File: config.mk
export PLATFORM = sky130hd
export DESIGN_NAME = systolic_input_skewer_flat
export DESIGN_NICKNAME = d
export VERILOG_FILES = /design/src/rtl/systolic_pkg.sv /design/src/rtl/systolic_input_skewer_if.sv /design/src/rtl/skew_delay_line.sv /design/src/rtl/systolic_input_skewer.sv /design/src/flat_wrapper.sv
export SDC_FILE = /design/constraint.sdc
export NUM_CORES = 1
export LEC_CHECK = 0
export CAP_MARGIN = 0
export CORE_UTILIZATION = 45
export CTS_BUF_LIST = sky130_fd_sc_hd__clkbuf_4
export DETAILED_ROUTE_END_ITERATION = 8
export PLACE_DENSITY = 0.78
export REMOVE_ABC_BUFFERS = 1
export SETUP_SLACK_MARGIN = 0.15
export SLEW_MARGIN = 20
export SYNTH_ARGS = -nofsm -noshare
export SYNTH_HDL_FRONTEND = slang
export SYNTH_SLANG_ARGS = --single-unit
File: constraint.sdc
create_clock -name clk -period 2 [get_ports clk]
set_input_delay 0.6 -clock clk [delete_from_list [all_inputs] [get_ports clk]]
set_output_delay 0.6 -clock clk [all_outputs]
set_load 0.005 [all_outputs]
File: src/rtl/systolic_pkg.sv
// Shared types for the systolic array front end.
// Contents: int8_t lane byte type, skew_state_t state enum,
// ARRAY_N default array dimension.
package systolic_pkg;

  localparam int unsigned ARRAY_N = 4;

  typedef logic signed [7:0] int8_t;

  typedef enum logic [1:0] {
    IDLE   = 2'd0,
    WEIGHT = 2'd1,
    STREAM = 2'd2,
    FLUSH  = 2'd3
  } skew_state_t;

endpackage

File: src/rtl/systolic_input_skewer_if.sv
// Upstream beat handshake plus array-side drive signals of the input skewer.
// master: upstream producer (drives in_*, observes everything else)
// slave : skewer (consumes in_*, drives in_ready, array_*, busy, done, err)
interface systolic_input_skewer_if #(
  parameter int unsigned N = 4
);

  logic           in_valid;
  logic           in_ready;
  logic [N*8-1:0] in_data;
  logic           in_is_weight;
  logic           in_last;
  logic [N*8-1:0] array_data;
  logic           array_load;
  logic           array_enable;
  logic           busy;
  logic           done;
  logic           err;

  modport master (
    output in_valid, in_data, in_is_weight, in_last,
    input  in_ready, array_data, array_load, array_enable, busy, done, err
  );

  modport slave (
    input  in_valid, in_data, in_is_weight, in_last,
    output in_ready, array_data, array_load, array_enable, busy, done, err
  );

endinterface

File: src/rtl/skew_delay_line.sv
// Byte-wide shift register of DEPTH stages that advances only on en.
// Ports: clk, rst (async, active-high), en (shift), d (byte in),
// q (byte accepted DEPTH enabled cycles earlier).
module skew_delay_line #(
  parameter int unsigned DEPTH = 1
) (
  input  logic       clk,
  input  logic       rst,
  input  logic       en,
  input  logic [7:0] d,
  output logic [7:0] q
);

  logic [DEPTH-1:0][7:0] stages;

  if (DEPTH == 1) begin : g_one
    always_ff @(posedge clk or posedge rst) begin
      if (rst) begin
        stages <= '0;
      end else if (en) begin
        stages <= d;
      end
    end
  end else begin : g_multi
    // stages[0] is the newest byte, stages[DEPTH-1] the oldest
    always_ff @(posedge clk or posedge rst) begin
      if (rst) begin
        stages <= '0;
      end else if (en) begin
        stages <= {stages[DEPTH-2:0], d};
      end
    end
  end

  assign q = stages[DEPTH-1];

endmodule

File: src/rtl/systolic_input_skewer.sv
// Feeds the int8 systolic array: weight bursts are broadcast unskewed with
// load asserted; activation streams are diagonally skewed (row r delayed r
// beats) and then flushed with zeros so the array drains.
// Ports: clk, rst (async, active-high), bus (slave side of
// systolic_input_skewer_if: in_valid/in_ready/in_data/in_is_weight/in_last in,
// array_data/array_load/array_enable/busy/done/err out).
module systolic_input_skewer
  import systolic_pkg::*;
#(
  parameter int unsigned N = ARRAY_N
) (
  input  logic                   clk,
  input  logic                   rst,
  systolic_input_skewer_if.slave bus
);

  localparam int unsigned FLUSH_CYCLES = 2 * N - 1;
  localparam int unsigned FCNT_W       = $clog2(FLUSH_CYCLES + 1);
  localparam int unsigned WCNT_W       = $clog2(N + 1);

  skew_state_t     state;
  logic [FCNT_W-1:0] flush_cnt;
  logic [WCNT_W-1:0] beat_cnt;
  logic              err_q;

  logic           in_ready_c;
  logic           fire;
  logic           flush_mode;
  logic           shift_en;
  logic [N*8-1:0] line_din;
  logic [N*8-1:0] skew_data;
  logic [N*8-1:0] data_c;
  logic           load_c;
  logic           enable_c;
  logic           done_c;

  assign in_ready_c = (state != FLUSH);
  assign fire       = bus.in_valid & in_ready_c;
  assign flush_mode = (state == FLUSH);

  // Zeros are shifted in while draining
  assign line_din = flush_mode ? '0 : bus.in_data;

  // Lane 0 has no delay; lane r sees the byte from r enabled cycles ago
  assign skew_data[7:0] = line_din[7:0];

  for (genvar r = 1; r < int'(N); r++) begin : g_lane
    skew_delay_line #(
      .DEPTH(r)
    ) u_line (
      .clk(clk),
      .rst(rst),
      .en (shift_en),
      .d  (line_din[8*r +: 8]),
      .q  (skew_data[8*r +: 8])
    );
  end

  // Array-side drive decoded from state and the current beat
  always_comb begin
    data_c   = '0;
    load_c   = 1'b0;
    enable_c = 1'b0;
    shift_en = 1'b0;
    done_c   = 1'b0;
    unique case (state)
      IDLE: begin
        if (fire) begin
          enable_c = 1'b1;
          if (bus.in_is_weight) begin
            load_c = 1'b1;
            data_c = bus.in_data;
          end else begin
            shift_en = 1'b1;
            data_c   = skew_data;
          end
        end
      end
      WEIGHT: begin
        if (fire) begin
          enable_c = 1'b1;
          load_c   = 1'b1;
          data_c   = bus.in_data;
        end
      end
      STREAM: begin
        if (fire) begin
          enable_c = 1'b1;
          shift_en = 1'b1;
          data_c   = skew_data;
        end
      end
      FLUSH: begin
        enable_c = 1'b1;
        shift_en = 1'b1;
        data_c   = skew_data;
        done_c   = (flush_cnt == FCNT_W'(FLUSH_CYCLES - 1));
      end
      default: ;
    endcase
  end

  // Control FSM with beat/flush counters and sticky protocol error
  always_ff @(posedge clk or posedge rst) begin
    if (rst) begin
      state     <= IDLE;
      flush_cnt <= '0;
      beat_cnt  <= '0;
      err_q     <= 1'b0;
    end else begin
      unique case (state)
        IDLE: begin
          if (fire) begin
            if (bus.in_is_weight) begin
              state    <= WEIGHT;
              beat_cnt <= WCNT_W'(1);
            end else if (bus.in_last) begin
              state     <= FLUSH;
              flush_cnt <= '0;
            end else begin
              state <= STREAM;
            end
          end
        end
        WEIGHT: begin
          if (fire) begin
            if (!bus.in_is_weight) begin
              err_q <= 1'b1;
            end
            if (beat_cnt == WCNT_W'(N - 1)) begin
              state    <= IDLE;
              beat_cnt <= '0;
            end else begin
              beat_cnt <= beat_cnt + WCNT_W'(1);
            end
          end
        end
        STREAM: begin
          if (fire) begin
            if (bus.in_is_weight) begin
              err_q <= 1'b1;
            end
            if (bus.in_last) begin
              state     <= FLUSH;
              flush_cnt <= '0;
            end
          end
        end
        FLUSH: begin
          if (flush_cnt == FCNT_W'(FLUSH_CYCLES - 1)) begin
            state     <= IDLE;
            flush_cnt <= '0;
          end else begin
            flush_cnt <= flush_cnt + FCNT_W'(1);
          end
        end
        default: state <= IDLE;
      endcase
    end
  end

  assign bus.in_ready     = in_ready_c;
  assign bus.array_data   = data_c;
  assign bus.array_load   = load_c;
  assign bus.array_enable = enable_c;
  assign bus.busy         = (state != IDLE);
  assign bus.done         = done_c;
  assign bus.err          = err_q;

endmodule
File: src/flat_wrapper.sv
// flat-port wrapper written by rule: the top's interface ports become plain ports
module systolic_input_skewer_flat import systolic_pkg::*;
#(
  parameter int unsigned N = ARRAY_N
)
  (clk, rst, bus_in_valid, bus_in_data, bus_in_is_weight, bus_in_last, bus_in_ready, bus_array_data, bus_array_load, bus_array_enable, bus_busy, bus_done, bus_err);
  systolic_input_skewer_if #(.N(N)) bus_i ();
  input  logic clk;
  input  logic rst;
  input wire logic [$bits(bus_i.in_valid)-1:0] bus_in_valid;
  input wire logic [$bits(bus_i.in_data)-1:0] bus_in_data;
  input wire logic [$bits(bus_i.in_is_weight)-1:0] bus_in_is_weight;
  input wire logic [$bits(bus_i.in_last)-1:0] bus_in_last;
  output wire logic [$bits(bus_i.in_ready)-1:0] bus_in_ready;
  output wire logic [$bits(bus_i.array_data)-1:0] bus_array_data;
  output wire logic [$bits(bus_i.array_load)-1:0] bus_array_load;
  output wire logic [$bits(bus_i.array_enable)-1:0] bus_array_enable;
  output wire logic [$bits(bus_i.busy)-1:0] bus_busy;
  output wire logic [$bits(bus_i.done)-1:0] bus_done;
  output wire logic [$bits(bus_i.err)-1:0] bus_err;
  assign bus_i.in_valid = bus_in_valid;
  assign bus_i.in_data = bus_in_data;
  assign bus_i.in_is_weight = bus_in_is_weight;
  assign bus_i.in_last = bus_in_last;
  assign bus_in_ready = bus_i.in_ready;
  assign bus_array_data = bus_i.array_data;
  assign bus_array_load = bus_i.array_load;
  assign bus_array_enable = bus_i.array_enable;
  assign bus_busy = bus_i.busy;
  assign bus_done = bus_i.done;
  assign bus_err = bus_i.err;
  systolic_input_skewer #(.N(N)) u_core (.clk(clk), .rst(rst), .bus(bus_i));
endmodule
==> out/results.ini, run 1 <==
[status]
status = finished, violations left
violations = negative setup slack

[setup_path]
critical_path_class = reg2out
critical_path.top_delay_family = compound AO/OA/AOI/OAI gates
cp-end-kind = output pin
path_buf_inv = 3
crit_path_end = bus_array_data[8]
reg2regPathDepth = 6
slowest_delay_ns = 0.45
r2r_slack_ns = 0.17
crit_chain = o21ba_4, nor2_8, buf_12, buf_12, a22o_1, buf_2
crit_required_ns = 1.40
reg2reg_to = u_core.g_lane[3].u_line.stages[13]$_DFFE_PP0P_
cpMostUsedCell = buf_12
reg2reg_from = u_core.state[0]$_DFFE_PP0P_
critPathLaunchType = register
cp.depth = 6
crit_start = u_core.state[1]$_DFFE_PP0P_
cp.arrival_ns = 1.82
cp_max_fo = 6
critPathSlowestCell = dfrtp_1

[grt]
overflow = 0
grt_start_max_net_pins = 58
grt.total_usage = 0.244
grt_pass1_wl_mm = 11.9
grt_pass1_vias = 2502
antenna_found_initial = 0

[pwr]
powerDensity_nw_per_um2 = 1450
peakVddDrop_uv = 767
power_leakage_nw = 2.35
power.total_w = 0.00648

[synthesis]
synth_cells = 246
synth_ff_type = dfrtp_1
synth.distinct_cells = 36
seq_area_frac_synth = 0.495
synth-edff-count = 0
synth-seq-cells = 57
syn_area_um2 = 2880
yosysWarnings = 0
async_flop_share = 1.00
avgSynthCellArea_um2 = 11.7

[place]
io_buffers = 74
placed_cells = 412
globalplace.congestion = 0.787
hpwlAfterDp_mm = 4.28

[timing]
period_share = 1.21
slew_headroom = 0.769
min_period_ns = 2.42
setup_viol_count_final = 37
finClkSkew_ns = 0.0161
tightest_slew_ns = 0.342
setup_ws_ns = -0.423
clock.fmax_ghz = 0.413
grt_setup_unrepaired = true
finalHoldViolCount = 0
slew_viol_final = 0

[detailed_routing]
drc_errors = 0
ant_nets = 0
routed_wl_mm = 7.95
firstDrtPassIters = 4
vias = 2470
wl_per_cell_um = 16.9
drt_iter0_drc = 134
vias_per_cell = 5.26

[cells_and_area]
nets = 429
ff_latch_area_um2 = 1430
fin_cells = 470
multi_input_area_um2 = 1300
syn2layout_area_growth_pct = 55.5
insertedDiodeCount = 0
final_cell_mix = 57 x dfrtp_1, 38 x buf_4, 35 x buf_6
layout-drive-gt1-share = 0.435
fillers = 384
final_common_cell = dfrtp_1

[floorplanning]
num_rows = 28
die_h_um = 82.1
dieWidth_um = 82.1
initial_utilization = 0.476
core_um2 = 6060
io-pin-count = 75
die-area_um2 = 6730

[hold_path]
holdCritPathClass = reg2reg

[clocking]
hold_buffers = 0
clock_sinks = 57
tritoncts = built
cts_made_buffers = 9
cts-root-buf = clkbuf_4
cts_buffer_depth = 2
clk_latency_ns = 0.40
h-tree-depth = 3
cts.clk_slew.worst_paths_ns = 0.10

[flow_run]
cap_violations = 0

==> worst register-to-register path: cells and delay by family (launching register included) <==
kind            cells  cell delay (ns)
buf+inv             3             0.56
flops               1             0.44
mux                 1             0.30
compound gates      1             0.26
simple gates        1             0.15
==> repair_timing <==
item / in CTS / in global routing
pin swaps: 26 / 9
gates resized for setup: 210 / 11
endpoints found under the setup margin: 45 / 45
setup buffers: 30 / 7
cloned: 6 / 0
==> metrics by stage <==
step           setup WS, ns   util  hold slack (ns)  TNS (ns)  instance area [um^2]
3_3_place_gp         -0.888  0.639            0.463    -32.26                  3870
4_1_cts              -0.422  0.724            0.498    -10.18                  4390
5_1_grt              -0.490  0.740            0.519    -15.23                  4480
3_5_place_dp         -0.928  0.639            0.470    -34.58                  3870
2_1_floorplan        -0.576      -            0.451    -18.63                  2740
6_report             -0.423  0.740            0.503    -12.90                  4480
==> synth_stat cells, types with 2 or more instances <==
cell type,count,share of area
nand2_1,27,0.035
mux2_2,3,0.012
nand2b_1,2,0.0043
clkbuf_1,6,0.0078
mux2i_1,24,0.083
mux2_4,22,0.11
a22o_1,24,0.073
buf_12,2,0.014
and3_1,8,0.017
buf_6,5,0.020
inv_1,26,0.034
nand3b_1,2,0.0052
a21oi_1,5,0.0087
buf_2,3,0.0052
dfrtp_1,57,0.49
nor2b_1,2,0.0043
nor2_1,6,0.0078
o21ai_0,4,0.0069
==> per-layer routing <==
metal  GRT usage  vias up  part of all wire  wire length, um
met5           0        -                 0                0
met4      0.0895        0             0.013              104
met3      0.0800       14             0.053              420
met2       0.390       96              0.50             3980
met1       0.307     1217              0.43             3450
li1            -     1143                 -                -
==> logic make-up (layout without fill, tap and decap cells) <==
family / count (synthesis) / in the layout / share of synthesized area
AO/OA/AOI/OAI: 41 / 41 / 0.112
AND/OR/NAND/NOR: 55 / 55 / 0.0967
adder cells (fa/ha/maj): 1 / 1 / 0.00434
multiplexers: 49 / 49 / 0.210
buffers and inverters: 43 / 192 / 0.0829
flip-flops: 57 / 57 / 0.495
==> layout make-up <==
class	instances	area share
multi-input cells	146	0.291
clock inverters	5	0.00530
well taps	75	0.0209
repair buffers	151	0.326
clock buffers	10	0.0167
inverters	26	0.0218
flip-flops and latches	57	0.318
==> worst min path at each step <==
stage                                                        startpoint                                             end  slack (ns)  cells after the start
after floorplan                              u_core.bus.err$_DFFE_PP0P_                      u_core.bus.err$_DFFE_PP0P_        0.45                      1
after global placement                       u_core.bus.err$_DFFE_PP0P_                      u_core.bus.err$_DFFE_PP0P_        0.46                      1
after detailed placement                     u_core.bus.err$_DFFE_PP0P_                      u_core.bus.err$_DFFE_PP0P_        0.47                      1
after CTS                 u_core.g_lane[3].u_line.stages[4]$_DFFE_PP0P_  u_core.g_lane[3].u_line.stages[12]$_DFFE_PP0P_        0.50                      1
after global routing      u_core.g_lane[3].u_line.stages[4]$_DFFE_PP0P_  u_core.g_lane[3].u_line.stages[12]$_DFFE_PP0P_        0.52                      1
final                     u_core.g_lane[3].u_line.stages[4]$_DFFE_PP0P_  u_core.g_lane[3].u_line.stages[12]$_DFFE_PP0P_        0.50                      1
==> sequential cells by signal (all words and copies together) (netlist names) <==
signal and count:
u_core.g_lane.u_line.q 24, u_core.g_lane.u_line.stages 24, u_core.beat_cnt 3, u_core.flush_cnt 3, u_core.state 2, u_core.bus.err 1
==> power breakdown <==
group	switching, W	internal, W
clock network	0.000416	0.000250
registers	0.000326	0.00164
logic	0.00149	0.00235
total	0.00223	0.00425
Note: power is estimated with default switching activity, not from simulation.
==> run 2, diff against run 1 <==
--- a/config.mk
+++ b/config.mk
@@ -9,10 +9,11 @@
 export CORE_UTILIZATION = 45
 export CTS_BUF_LIST = sky130_fd_sc_hd__clkbuf_4
 export DETAILED_ROUTE_END_ITERATION = 8
-export PLACE_DENSITY = 0.78
+export PLACE_DENSITY = 0.75
 export REMOVE_ABC_BUFFERS = 1
 export SETUP_SLACK_MARGIN = 0.15
 export SLEW_MARGIN = 20
 export SYNTH_ARGS = -nofsm -noshare
 export SYNTH_HDL_FRONTEND = slang
 export SYNTH_SLANG_ARGS = --single-unit
+export TNS_END_PERCENT = 1
==> constraint.sdc (replaced) <==
create_clock -name clk -period 2.3 [get_ports clk]
set_input_delay 0.69 -clock clk [delete_from_list [all_inputs] [get_ports clk]]
set_output_delay 0.69 -clock clk [all_outputs]
set_load 0.005 [all_outputs]
==> run 2 against run 1 <==
The flow still finishes with violations (negative setup slack). Clock-buffer cell count up 1. Sequential share of layout area is 2.1 points higher. Cell count down 5.5%. Clock skew is 0.00083 ns higher. Clock power rose by 6.8%. First-iteration DRC count is 11% lower. Largest cell class is now flip-flops and latches. Sequential cell count stayed put. Combinational power is 22% lower. Register-to-register slack improved by 0.24 ns.
==> out/results.ini, run 2 (synthesis gave the netlist of run 1 again) <==
[status]
status = finished, violations left
violations = negative setup slack

[timing]
grt_setup_unrepaired = true
min_period_ns = 2.49
setup_viol_count_final = 25  ; -32%
clock.fmax_ghz = 0.401
slew_headroom = 0.713  ; -0.0561
slew_viol_final = 0  ; unchanged
tightest_slew_ns = 0.425  ; +0.0831 ns
finalHoldViolCount = 0  ; unchanged
period_share = 1.08
finClkSkew_ns = 0.0169  ; +0.000828 ns
setup_ws_ns = -0.194  ; +0.229 ns

[detailed_routing]
vias_per_cell = 5.24  ; -0.27%
firstDrtPassIters = 4  ; unchanged
routed_wl_mm = 7.27  ; -8.6%
vias = 2327  ; -5.8%
drc_errors = 0  ; unchanged
ant_nets = 0  ; unchanged
wl_per_cell_um = 16.4  ; -3.2%
drt_iter0_drc = 119  ; -11%

[floorplanning]
die_h_um = 82.1  ; unchanged
die-area_um2 = 6730  ; unchanged
core_um2 = 6060  ; unchanged
initial_utilization = 0.476  ; unchanged
io-pin-count = 75  ; unchanged
dieWidth_um = 82.1  ; unchanged
num_rows = 28  ; unchanged

[cells_and_area]
insertedDiodeCount = 0  ; unchanged
syn2layout_area_growth_pct = 46.0
final_util = 0.695  ; -0.0450
fin_cells = 444  ; -5.5%
layout-drive-gt1-share = 0.374  ; -0.0615
nets = 403  ; -6.1%
final_cell_mix = 56 x dfrtp_1, 35 x clkdlybuf4s50_1, 31 x buf_4
final_common_cell = dfrtp_1

[grt]
grt.total_usage = 0.246  ; +0.00208
grt_pass1_wl_mm = 12.1  ; +1.6%
antenna_found_initial = 0  ; unchanged
overflow = 0  ; unchanged
grt_start_max_net_pins = 58  ; unchanged
grt_pass1_vias = 2412  ; -3.6%

[setup_path]
critPathSlowestCell = dfrtp_1
slowest_delay_ns = 0.41  ; -0.04 ns
critPathLaunchType = register
crit_required_ns = 1.61  ; +0.21 ns
critical_path_class = reg2out
cp-end-kind = output pin
crit_chain = o21ba_4, nor2_8, buf_12, buf_16, buf_6, a22o_1, buf_2
cp.arrival_ns = 1.80  ; -0.02 ns
cp_max_fo = 6  ; unchanged

[clocking]
cts.clk_slew.worst_paths_ns = 0.09  ; about the same
cts_buffer_depth = 2  ; unchanged
clk_latency_ns = 0.40  ; about the same
h-tree-depth = 3  ; unchanged
cts_made_buffers = 9  ; unchanged
cts-root-buf = clkbuf_4
tritoncts = built
clock_sinks = 57  ; unchanged

[pwr]
clkPwrFrac = 0.131  ; +0.028
p_seq_frac = 0.316  ; +0.012
power_leakage_nw = 2.21  ; -6.0%
p_comb_frac = 0.552  ; -0.042
power.switching_w = 0.00184  ; -18%
peakVddDrop_uv = 657  ; -14%
powerDensity_nw_per_um2 = 1280  ; -11%
p_int_w = 0.00357  ; -16%
power.total_w = 0.00541  ; -17%
switching_share = 0.340  ; -0.00509

[place]
io_buffers = 74  ; unchanged
globalplace.congestion = 0.807  ; +2.6%
placed_cells = 411  ; -0.24%
hpwlAfterDp_mm = 4.42  ; +3.2%

[flow_run]
cap_violations = 0  ; unchanged

[hold_path]
holdCritPathClass = reg2reg

-- run 2: cell count changes in the layout (fill, tap and decap cells not counted), moves of 2 or more --
| cell | before | now |
|---|---|---|
| and3_4 | 7 | 2 |
| dlygate4sd2_1 | 1 | 3 |
| buf_2 | 26 | 12 |
| and3_1 | 1 | 6 |
| buf_12 | 5 | 7 |
| buf_4 | 38 | 31 |
| buf_6 | 35 | 10 |
| clkbuf_2 | 1 | 20 |
| clkdlybuf4s15_2 | 2 | 0 |
| buf_16 | 1 | 3 |
| buf_8 | 5 | 0 |
-- run 2: layout make-up --
type	instances	area, um^2
Inverter	26	97.6
Clock inverter	4	45.0
Tap cell	75	93.8
Fill cell	430	1850
Clock buffer	11	82.6
Timing Repair Buffer	125	1190
Multi-Input combinational cell	146	1270
Sequential cell	57	1430
-- run 2: worst paths after layout --
path,endpoint,from,cells after the start,slack (ns)
min,u_core.bus.err$_DFFE_PP0P_,u_core.bus.err$_DFFE_PP0P_,1,0.48
max,bus_array_data[23],u_core.state[1]$_DFFE_PP0P_,7,-0.19
max reg2reg,u_core.g_lane[3].u_line.stages[9]$_DFFE_PP0P_,u_core.state[0]$_DFFE_PP0P_,7,0.41
min reg2reg,u_core.bus.err$_DFFE_PP0P_,u_core.bus.err$_DFFE_PP0P_,1,0.48
min in group asynchronous,u_core.g_lane[1].u_line.q[1]$_DFFE_PP0P_,rst,3,0.67
max in group asynchronous,u_core.state[0]$_DFFE_PP0P_,rst,3,1.37
-- run 2: what timing repair did --
item / CTS / global route
resized for setup: 129 / 21
setup endpoints to repair: 37 / 37
pin swaps: 13 / 8
buffers inserted: 12 / 0
hold buffers: 0 / 0
cloned: 6 / 0
-- run 2: per-stage QoR --
stage               instance area, um^2  worst slack (ns)  hold slack, ns  setup TNS [ns]
global placement                   3870            -0.775           0.439          -22.75
floorplan                          2740            -0.456           0.451          -10.97
detailed placement                 3870            -0.815           0.460          -23.35
CTS                                4310            -0.201           0.485           -4.40
global route                       4210            -0.262           0.500           -4.12
finish                             4210            -0.194           0.475           -2.17
-- run 2: power by group through the flow --
stage               clock, W  sequential [W]  combinational [W]
global placement           0         0.00167            0.00257
floorplan                  0         0.00165            0.00148
CTS                 0.000711         0.00170            0.00306
detailed placement         0         0.00170            0.00267
global route        0.000770         0.00176            0.00324
finish              0.000711         0.00171            0.00299
-- run 2: worst max-delay path, delay by kind of cell, from the launching register on --
kind                   cells  cell delay [ns]
and+or+nand+nor            1             0.05
AOI/OAI and AO/OA          2             0.47
buffers and inverters      4             0.49
DFF                        1             0.41
-- run 2: layer usage --
metal	up-vias	track usage	part of all wire
li1	1087	-	-
met1	1135	0.309	0.44
met2	90	0.408	0.49
met3	15	0.0678	0.061
met4	0	0.0807	0.014
met5	-	0	0
==> run 3, diff against run 2 <==
--- a/config.mk
+++ b/config.mk
@@ -6,6 +6,7 @@
 export NUM_CORES = 1
 export LEC_CHECK = 0
 export CAP_MARGIN = 0
+export CORE_ASPECT_RATIO = 1.75
 export CORE_UTILIZATION = 45
 export CTS_BUF_LIST = sky130_fd_sc_hd__clkbuf_4
 export DETAILED_ROUTE_END_ITERATION = 8
==> run 3 against run 2 <==
The run still ends with negative setup slack left. Worst hold slack better by 0.0037 ns. Sequential cell count is the same. Core utilization shrank 1.0 points. Sequential power barely moved. Wire length decreased by 5.5%. Non-clock buffer count increased by 8. Critical path depth is the same. Clock skew is 0.0069 ns lower. Total power fell by 1.8%. Sequential share of layout area fell by 0.17 points. Final area increased by 0.51%. Critical endpoint is now bus_array_data[24]. Highest routed layer unchanged.
==> out/results.ini, run 3 (synthesis gave the netlist of run 1 again) <==
[detailed_routing]
vias = 2308  ; -0.82%
routed_wl_mm = 6.87  ; -5.5%
wl_per_cell_um = 15.0  ; -8.4%
vias_per_cell = 5.04  ; -3.8%
ant_nets = 0  ; unchanged
drt_iter0_drc = 93  ; -22%
firstDrtPassIters = 4  ; unchanged
drc_errors = 0  ; unchanged

[timing]
finalHoldViolCount = 0  ; unchanged
period_share = 1.13  ; +0.0473
tightest_slew_ns = 0.549  ; +0.124 ns
grt_setup_unrepaired = true
min_period_ns = 2.60  ; +0.109 ns
clock.fmax_ghz = 0.384  ; -4.2%
hold_ws_ns = 0.479  ; +0.00365 ns
setup_ws_ns = -0.303  ; -0.109 ns
slew_viol_final = 0  ; unchanged
setup_viol_count_final = 25  ; unchanged
finClkSkew_ns = 0.0100  ; -0.00686 ns
finalSetupTns_ns = -5.83  ; -3.66 ns
slew_headroom = 0.634  ; -0.0797

[clocking]
h-tree-depth = 3  ; unchanged
cts.clk_slew.worst_paths_ns = 0.09  ; about the same
cts_buffer_depth = 2  ; unchanged
tritoncts = built
cts-root-buf = clkbuf_4
clock_sinks = 57  ; unchanged
clk_latency_ns = 0.41  ; about the same
cts_made_buffers = 9  ; unchanged

[pwr]
powerDensity_nw_per_um2 = 1250  ; -2.3%
power.total_w = 0.00531  ; -1.8%
power_leakage_nw = 2.23  ; +0.65%
peakVddDrop_uv = 729  ; +11%

[grt]
grt_pass1_vias = 2379  ; -1.4%
grt_pass1_wl_mm = 11.1  ; -8.0%
grt_start_max_net_pins = 30  ; -48%
overflow = 0  ; unchanged
antenna_found_initial = 0  ; unchanged
grt.total_usage = 0.218  ; -0.0283

[status]
violations = negative setup slack
status = finished, violations left

[cells_and_area]
final_common_cell = dfrtp_1
nets = 411  ; +2.0%
final_cell_mix = 56 x dfrtp_1, 38 x buf_4, 36 x clkdlybuf4s50_1
insertedDiodeCount = 0  ; unchanged
layout-drive-gt1-share = 0.386  ; +0.0123
stdcell_area_um2 = 4230  ; +0.51%
syn2layout_area_growth_pct = 46.8
final_util = 0.685  ; -0.0101

[floorplanning]
die-area_um2 = 6750  ; +0.19%
core_um2 = 6180  ; +2.0%
die_h_um = 108  ; +32%
io-pin-count = 75  ; unchanged
dieWidth_um = 62.5  ; -24%
initial_utilization = 0.467  ; -0.00925
num_rows = 38  ; +36%

[place]
globalplace.congestion = 0.844  ; +4.5%
io_buffers = 74  ; unchanged
placed_area_um2 = 3940  ; +1.6%
hpwlAfterDp_mm = 4.61  ; +4.2%

[setup_path]
cp-end-kind = output pin
critPathLaunchType = register
cp_max_fo = 5  ; -1
crit_required_ns = 1.61  ; about the same
cp.arrival_ns = 1.91  ; +0.11 ns
critical_path_class = reg2out

[flow_run]
cap_violations = 0  ; unchanged

[hold_path]
holdCritPathClass = reg2reg

[run 3: critical path, cell delays in order (launching register included)]
cell     delay (ns)
dfrtp_1        0.45
o21ba_4        0.29
nor2_8         0.05
buf_12         0.12
buf_8          0.13
buf_12         0.12
a22o_1         0.23
buf_2          0.13
[run 3: where the power goes]
group | switching [W] | internal (W)
combinational | 0.00113 | 0.00177
sequential | 0.000277 | 0.00143
clock | 0.000382 | 0.000318
total | 0.00179 | 0.00352
[run 3: what timing repair did]
| action | CTS | global route |
|---|---|---|
| endpoints found under the setup margin | 37 | 37 |
| pin swaps | 23 | 4 |
| buffers inserted | 16 | 2 |
| gates cloned | 2 | 0 |
| resized for setup | 119 | 32 |
| hold buffers | 0 | 0 |
[run 3: final timing paths]
path | startpoint | to | slack (ns) | depth (start not counted)
max | u_core.state[1]$_DFFE_PP0P_ | bus_array_data[24] | -0.30 | 7
min | u_core.bus.err$_DFFE_PP0P_ | u_core.bus.err$_DFFE_PP0P_ | 0.48 | 1
max reg2reg | u_core.state[0]$_DFFE_PP0P_ | u_core.g_lane[2].u_line.q[6]$_DFFE_PP0P_ | 0.45 | 7
min in group asynchronous | rst | u_core.g_lane[3].u_line.stages[15]$_DFFE_PP0P_ | 0.64 | 2
min reg2reg | u_core.bus.err$_DFFE_PP0P_ | u_core.bus.err$_DFFE_PP0P_ | 0.48 | 1
max in group asynchronous | rst | u_core.state[0]$_DFFE_PP0P_ | 1.10 | 3
[run 3: routing by layer]
metal | GRT usage | up-vias | routed length [um]
met5 | 0 | - | 0
met4 | 0.113 | 0 | 189
met3 | 0.0498 | 15 | 208
met2 | 0.391 | 50 | 3750
met1 | 0.237 | 1140 | 2720
li1 | - | 1103 | -
[run 3: area by class of cell]
cell class                      count  area (um^2)
Clock buffer                        9         67.6
Clock inverter                      7         61.3
Fill cell                         487         1950
Inverter                           26         97.6
Multi-Input combinational cell    146         1260
Sequential cell                    57         1430
Tap cell                           80          100
Timing Repair Buffer              133         1210
[run 3: through the flow]
| stage | std cells | worst slack (ns) |
|---|---|---|
| floorplan | 229 | -0.456 |
| global placement | 422 | -0.785 |
| detailed placement | 422 | -0.818 |
| CTS | 456 | -0.300 |
| global route | 458 | -0.361 |
| finish | 458 | -0.303 |
